<file path="src/rtl/alu_seq_ctrl_pkg.sv">
// Shared ALU definitions: opcode encodings, sequencer state encodings and
// small opcode helpers used by the sequencer, the slices and the interconnect.
package alu_seq_ctrl_pkg;

  typedef enum logic [2:0] {
    OP_ADD      = 3'b000,
    OP_SHR      = 3'b001,
    OP_POPCOUNT = 3'b010,
    OP_CMP      = 3'b011
  } alu_op_e;

  typedef enum logic [1:0] {
    ST_IDLE = 2'b00,
    ST_EXEC = 2'b01,
    ST_DONE = 2'b10
  } seq_state_e;

  localparam logic [1:0] CMP_NONE = 2'b00;

  // Every opcode with the top bit set is reserved.
  function automatic logic op_reserved(input logic [2:0] op);
    return op[2];
  endfunction

endpackage

</file>
<file path="src/rtl/alu_seq_ctrl.sv">
// Multi-cycle ALU sequencer: accepts one command, iterates the external slice
// array through alu_op/alu_a/alu_b, and holds the result until it is consumed.
module alu_seq_ctrl
  import alu_seq_ctrl_pkg::*;
#(
  parameter int S   = 4,
  parameter int N_A = 2,
  parameter int CW  = $clog2(N_A*S) + 1,
  localparam int W  = N_A*S
) (
  input  logic          clk,
  input  logic          rst,

  input  logic          cmd_valid,
  output logic          cmd_ready,
  input  logic [2:0]    cmd_op,
  input  logic [W-1:0]  cmd_a,
  input  logic [W-1:0]  cmd_b,
  input  logic [CW-1:0] cmd_cnt,

  output logic [2:0]    alu_op,
  output logic [W-1:0]  alu_a,
  output logic [W-1:0]  alu_b,
  input  logic [W-1:0]  alu_out,
  input  logic [1:0]    alu_cmp,

  output logic          res_valid,
  input  logic          res_ready,
  output logic [W-1:0]  res_data,
  output logic [1:0]    res_cmp,
  output logic          res_err,
  output logic          busy
);

  seq_state_e    state_q, state_d;
  logic [2:0]    op_q, op_d;
  logic [W-1:0]  a_q, a_d;
  logic [W-1:0]  b_q, b_d;
  logic [CW-1:0] cnt_q, cnt_d;
  logic [W-1:0]  res_data_q, res_data_d;
  logic [1:0]    res_cmp_q, res_cmp_d;
  logic          res_err_q, res_err_d;

  logic [CW-1:0] shr_cnt;
  logic [CW-1:0] iter_cnt;
  logic          skip_exec;

  // Shift counts beyond the datapath width behave like a full-width shift.
  assign shr_cnt   = (cmd_cnt > CW'(W)) ? CW'(W) : cmd_cnt;
  assign skip_exec = op_reserved(cmd_op) || ((cmd_op == OP_SHR) && (cmd_cnt == '0));

  always_comb begin
    iter_cnt = '0;
    case (cmd_op)
      OP_ADD, OP_CMP: iter_cnt = CW'(1);
      OP_SHR:         iter_cnt = shr_cnt;
      OP_POPCOUNT:    iter_cnt = CW'(N_A);
      default:        iter_cnt = '0;
    endcase
  end

  // NOTE: every variable gets its hold value before the case, so no branch
  // can leave one unassigned and infer a latch.
  always_comb begin
    state_d    = state_q;
    op_d       = op_q;
    a_d        = a_q;
    b_d        = b_q;
    cnt_d      = cnt_q;
    res_data_d = res_data_q;
    res_cmp_d  = res_cmp_q;
    res_err_d  = res_err_q;

    case (state_q)
      ST_IDLE: begin
        if (cmd_valid) begin
          op_d = cmd_op;
          a_d  = cmd_a;
          b_d  = cmd_b;
          if (skip_exec) begin
            cnt_d      = '0;
            res_data_d = cmd_a;
            res_cmp_d  = CMP_NONE;
            res_err_d  = op_reserved(cmd_op);
            state_d    = ST_DONE;
          end else begin
            cnt_d     = iter_cnt;
            res_err_d = 1'b0;
            state_d   = ST_EXEC;
          end
        end
      end

      ST_EXEC: begin
        cnt_d = cnt_q - CW'(1);
        a_d   = alu_out;
        if (cnt_q == CW'(1)) begin
          res_data_d = alu_out;
          res_cmp_d  = (op_q == OP_CMP) ? alu_cmp : CMP_NONE;
          state_d    = ST_DONE;
        end
      end

      ST_DONE: begin
        if (res_ready) begin
          state_d = ST_IDLE;
        end
      end

      default: state_d = ST_IDLE;
    endcase
  end

  // NOTE: state registers use non-blocking assignments so every flop samples
  // the pre-edge value of its neighbours, matching real hardware.
  always_ff @(posedge clk or posedge rst) begin
    if (rst) begin
      state_q    <= ST_IDLE;
      op_q       <= '0;
      a_q        <= '0;
      b_q        <= '0;
      cnt_q      <= '0;
      res_data_q <= '0;
      res_cmp_q  <= CMP_NONE;
      res_err_q  <= 1'b0;
    end else begin
      state_q    <= state_d;
      op_q       <= op_d;
      a_q        <= a_d;
      b_q        <= b_d;
      cnt_q      <= cnt_d;
      res_data_q <= res_data_d;
      res_cmp_q  <= res_cmp_d;
      res_err_q  <= res_err_d;
    end
  end

  // The slices only see live operands while iterating; elsewhere they idle at 0.
  always_comb begin
    alu_op = OP_ADD;
    alu_a  = '0;
    alu_b  = '0;
    if (state_q == ST_EXEC) begin
      alu_op = op_q;
      alu_a  = a_q;
      alu_b  = b_q;
    end
  end

  assign cmd_ready = (state_q == ST_IDLE);
  assign busy      = (state_q != ST_IDLE);
  assign res_valid = (state_q == ST_DONE);
  assign res_data  = res_data_q;
  assign res_cmp   = res_cmp_q;
  assign res_err   = res_err_q;

endmodule

</file>
<file path="config.mk">
export PLATFORM = sky130hd
export DESIGN_NAME = alu_seq_ctrl
export DESIGN_NICKNAME = d
export VERILOG_FILES = /design/src/rtl/alu_seq_ctrl_pkg.sv /design/src/rtl/alu_seq_ctrl.sv
export SDC_FILE = /design/constraint.sdc
export NUM_CORES = 1
export LEC_CHECK = 0
export CAP_MARGIN = 10
export CELL_PAD_IN_SITES_DETAIL_PLACEMENT = 1
export CELL_PAD_IN_SITES_GLOBAL_PLACEMENT = 1
export CORE_MARGIN = 4
export CORE_UTILIZATION = 34
export DETAILED_ROUTE_END_ITERATION = 10
export MAX_ROUTING_LAYER = met4
export PLACE_DENSITY = 0.93
export SYNTH_ARGS = -nofsm -noshare
export SYNTH_HDL_FRONTEND = slang
export SYNTH_SLANG_ARGS = --single-unit
</file>
<file path="constraint.sdc">
create_clock -name clk -period 4.25 [get_ports clk]
set_clock_uncertainty 0.15 [all_clocks]
set_input_delay 0.6375 -clock clk [delete_from_list [all_inputs] [get_ports clk]]
set_output_delay 0.6375 -clock clk [all_outputs]
set_load 0.01 [all_outputs]
</file>
==> summary.md <==
| Metric | Value |
|---|---|
| Outcome | finished, final reports clean |
| Hold slack | 319 ps |
| Slew headroom | 34.0% |
| Critical R2R Capture | res_data[3]$_DFFE_PP0P_ |
| Core ar. | 0.00517 sq mm |
| Cell area after synthesis | 0.00184 sq mm |
| # resized after CTS | 0 |
| FF/Latch Area | 901 sq um |
| DRC viols | 0 |
| Final Wtd Congestion | 0.822 |
| Area of the die | 0.00664 sq mm |
| Clk slew on worst S/H paths | 70 ps |
| Clock sinks | 36 |
| Synth area leaders | dfrtp_1 (49%), nand2_1 (13%), and2_1 (6.1%) |
| Cts-stage hold buffer count | 0 |
| Cells on worst reg2reg path | 4 |
| R2r setup slk | 1970 ps |
| Top cell type's share of synthesized area | 49.1% |
| Worst hold path type | reg2reg |
| Crit end category | output port |
| Sequential power share | 33.3% |
| Max-slew violations | 0 |
| Design Area, Final | 0.00273 sq mm |
| Area of the multi-input gates | 853 sq um |
| Critical path origin | state_q[0]$_DFFE_PP0P_ |
| Setup bufs post-CTS | 0 |
| WHS Path Cells | 2 |
| CP bufs+invs | 2 |
| First-pass GRT wire length | 8690 um |
| DR WL/cell | 15.7 um |
| CP max stage delay | 550 ps |
| Port bufs | 69 |
| Gate power share | 48.9% |
| TritonCTS clock tree | built |
| Slowest CP cell | nor2b_2 |
| Number of synthesized register bits | 36 |
| Final setup TNS | 0 ps |
| I/O Pins | 70 |
| Worst setup SP type | flip-flop |
| Share of total power in the clock network | 17.8% |
| TritonCTS buffer count | 5 |
| WP data arrival | 2290 ps |
| Max Clk Rate | 0.325 GHz |
| Peak VDD IR | 0.242 mV |
| Initial DRT Pass Iterations | 4 |
| Worst skew pair latency | 290 ps |
| WL final | 5370 um |
| Crit Reg-Reg Startpoint | state_q[1]$_DFFE_PP0P_ |
| Antenna violations before repair | 0 |
| Data required, critical path | 3460 ps |
| Sequential area share after synthesis | 49.1% |
| Synth Net Count | 239 |
| Worst Max-Slew Pin Slew | 989 ps |
| CP Cell Sequence | nor2b_2 -> buf_4 -> and2_1 -> clkdlybuf4s50_1 |
| Number of synthesized flops with an enable pin | 0 |
| Final ANT Viol Nets | 0 |
| Sw power | 663 uW |
| Synth area leader | dfrtp_1 |
| RSZ-0062 raised after global routing | false |
| P_int | 1.18 mW |
| Final hold vios | 0 |
| YS warnings | 0 |
| GRT overflow | 0 |
| Die width | 81.5 um |
| Crit Path Category | reg2out |
| Share of cells above drive strength 1 | 8.12% |
| Area Growth Syn to Fin | 48.5% |
| Ys async rst share | 100% |
| Clock Path Buffers | 2 |
| Syn Area/Cell | 9.18 sq um |
| Vias in the first global route | 1812 |
| DR vias/cell | 4.81 |
| Largest fanout on the critical path | 21 |
| Filler cells | 587 |
| LEAKAGE | 1.27 nW |
| Synth unique cells | 30 |
| Largest net degree at the start of global routing | 27 |
| PD cells | 677 mW/mm^2 |
| Endpoints failing setup | 0 |
| End of the critical path | alu_a[7] |
| Final Net Count | 309 |
| CTS H-tree lvls | 2 |
| Height of the die | 81.5 um |
| Crit path time final | 3080 ps |
| Period Utilization, post-route | 72.4% |
| Initial Util | 35.5% |
| Sw Ratio | 35.9% |
| Synthesized instance count | 200 |
| Antenna cell count | 0 |
| Gr usage total | 17.8% |
| CTS Root Buffer Type | clkbuf_8 |
| FP Rows | 26 |
| First DRT Iteration DRCs | 41 |
| Vias | 1641 |
| Ys flop type | dfrtp_1 |
| Max Cap Viol | 0 |
| Dpl hpwl | 4180 um |
| Cell family with most CP delay | buffers and inverters |
| Tot Pwr | 1.85 mW |
| Post-DP Area | 0.00260 sq mm |
| Util after Layout | 52.7% |
| Critical Path Stages | 4 |
==> metal layers <==
metal / global-route usage, % / share of wire [%]
met3: 3.62 / 5.9
met2: 31.4 / 53
met5: - / 0
met1: 20.2 / 39
met4: 5.57 / 1.5
==> cell families (layout without fill, tap and decap cells) <==
logic type / count (synthesis) / after routing / synth area share (%)
xor gates and xnor gates: 1 / 1 / 0.477
muxes: 18 / 18 / 11.8
AOI/OAI and AO/OA: 25 / 25 / 8.52
buffers and inverters: 21 / 92 / 4.84
DFF: 36 / 36 / 49.1
adders and majority gates: 2 / 2 / 1.36
and+or+nand+nor: 97 / 97 / 23.9
==> cell usage in the layout (no fill, tap or decap), drive strengths merged <==
master and count:
clkbuf 7, and4 1, o221ai 2, nor2 6, o21ai 13, dfrtp 36
nor3b 2, a31oi 1, a41oi 1, and2 18, mux2i 10, clkdlybuf4s50 69
a21oi 3, a22o 1, o21ba 1, bufinv 1, buf 3, a21o 1
a311oi 1, mux2 8, nand3 2, nor3 2, nand2 63, inv 12
nor2b 2, a2bb2oi 1, xor2 1, nand2b 1, ha 2
==> stage by stage <==
| stage | setup WS (ps) | std cells |
|---|---|---|
| floorplan | 2290 | 200 |
| global placement | 1450 | 333 |
| detailed placement | 1380 | 333 |
| global route | 961 | 341 |
| CTS | 1130 | 341 |
| finish | 1170 | 341 |
==> worst min-delay path, delay by kind of cell (launching register included) <==
kind             cells  cell delay, ps
flip-flops           1             340
AND/OR/NAND/NOR      2             100
==> power groups by stage <==
stage	Sequential, mW	Combinational, mW	Clock, mW
floorplan	0.606	0.507	0
finish	0.615	0.902	0.329
detailed placement	0.620	0.910	0
global placement	0.611	0.864	0
CTS	0.616	0.923	0.335
global route	0.637	1.00	0.348
==> state kept, by name, summed over array words and instances, names as in the netlist <==
| name | count |
|---|---|
| op_q | 3 |
| b_q | 8 |
| res_data | 8 |
| cnt_q | 4 |
| a_q | 8 |
| state_q | 2 |
| res_err | 1 |
| res_cmp | 2 |
==> how the worst min path moves through the flow <==
stage,startpoint,slack (ps),end
5_1_grt,b_q[1]$_DFFE_PP0P_,350,b_q[1]$_DFFE_PP0P_
3_3_place_gp,b_q[7]$_DFFE_PP0P_,300,b_q[7]$_DFFE_PP0P_
4_1_cts,b_q[1]$_DFFE_PP0P_,330,b_q[1]$_DFFE_PP0P_
3_5_place_dp,b_q[1]$_DFFE_PP0P_,310,b_q[1]$_DFFE_PP0P_
2_1_floorplan,b_q[0]$_DFFE_PP0P_,290,b_q[0]$_DFFE_PP0P_
6_report,b_q[1]$_DFFE_PP0P_,320,b_q[1]$_DFFE_PP0P_
==> cells in the mapped netlist, types with 2 or more instances <==
master,n
ha_1,2
nor2b_1,2
mux2i_1,10
nor2_1,6
and2_1,18
nand2_1,63
mux2_4,7
dfrtp_1,36
o221ai_1,2
a21oi_1,3
nor3_1,2
nand3_1,2
inv_1,12
o21ai_0,13
clkbuf_1,6
buf_2,2
==> layout make-up <==
type | instances | area share, %
Sequential cell | 36 | 33.0
Multi-Input combinational cell | 143 | 31.3
Timing Repair Buffer | 72 | 26.2
Clock buffer | 7 | 3.53
Tap cell | 70 | 3.21
Inverter | 12 | 1.65
Clock inverter | 1 | 1.10
(Power assumes the default switching activity.)
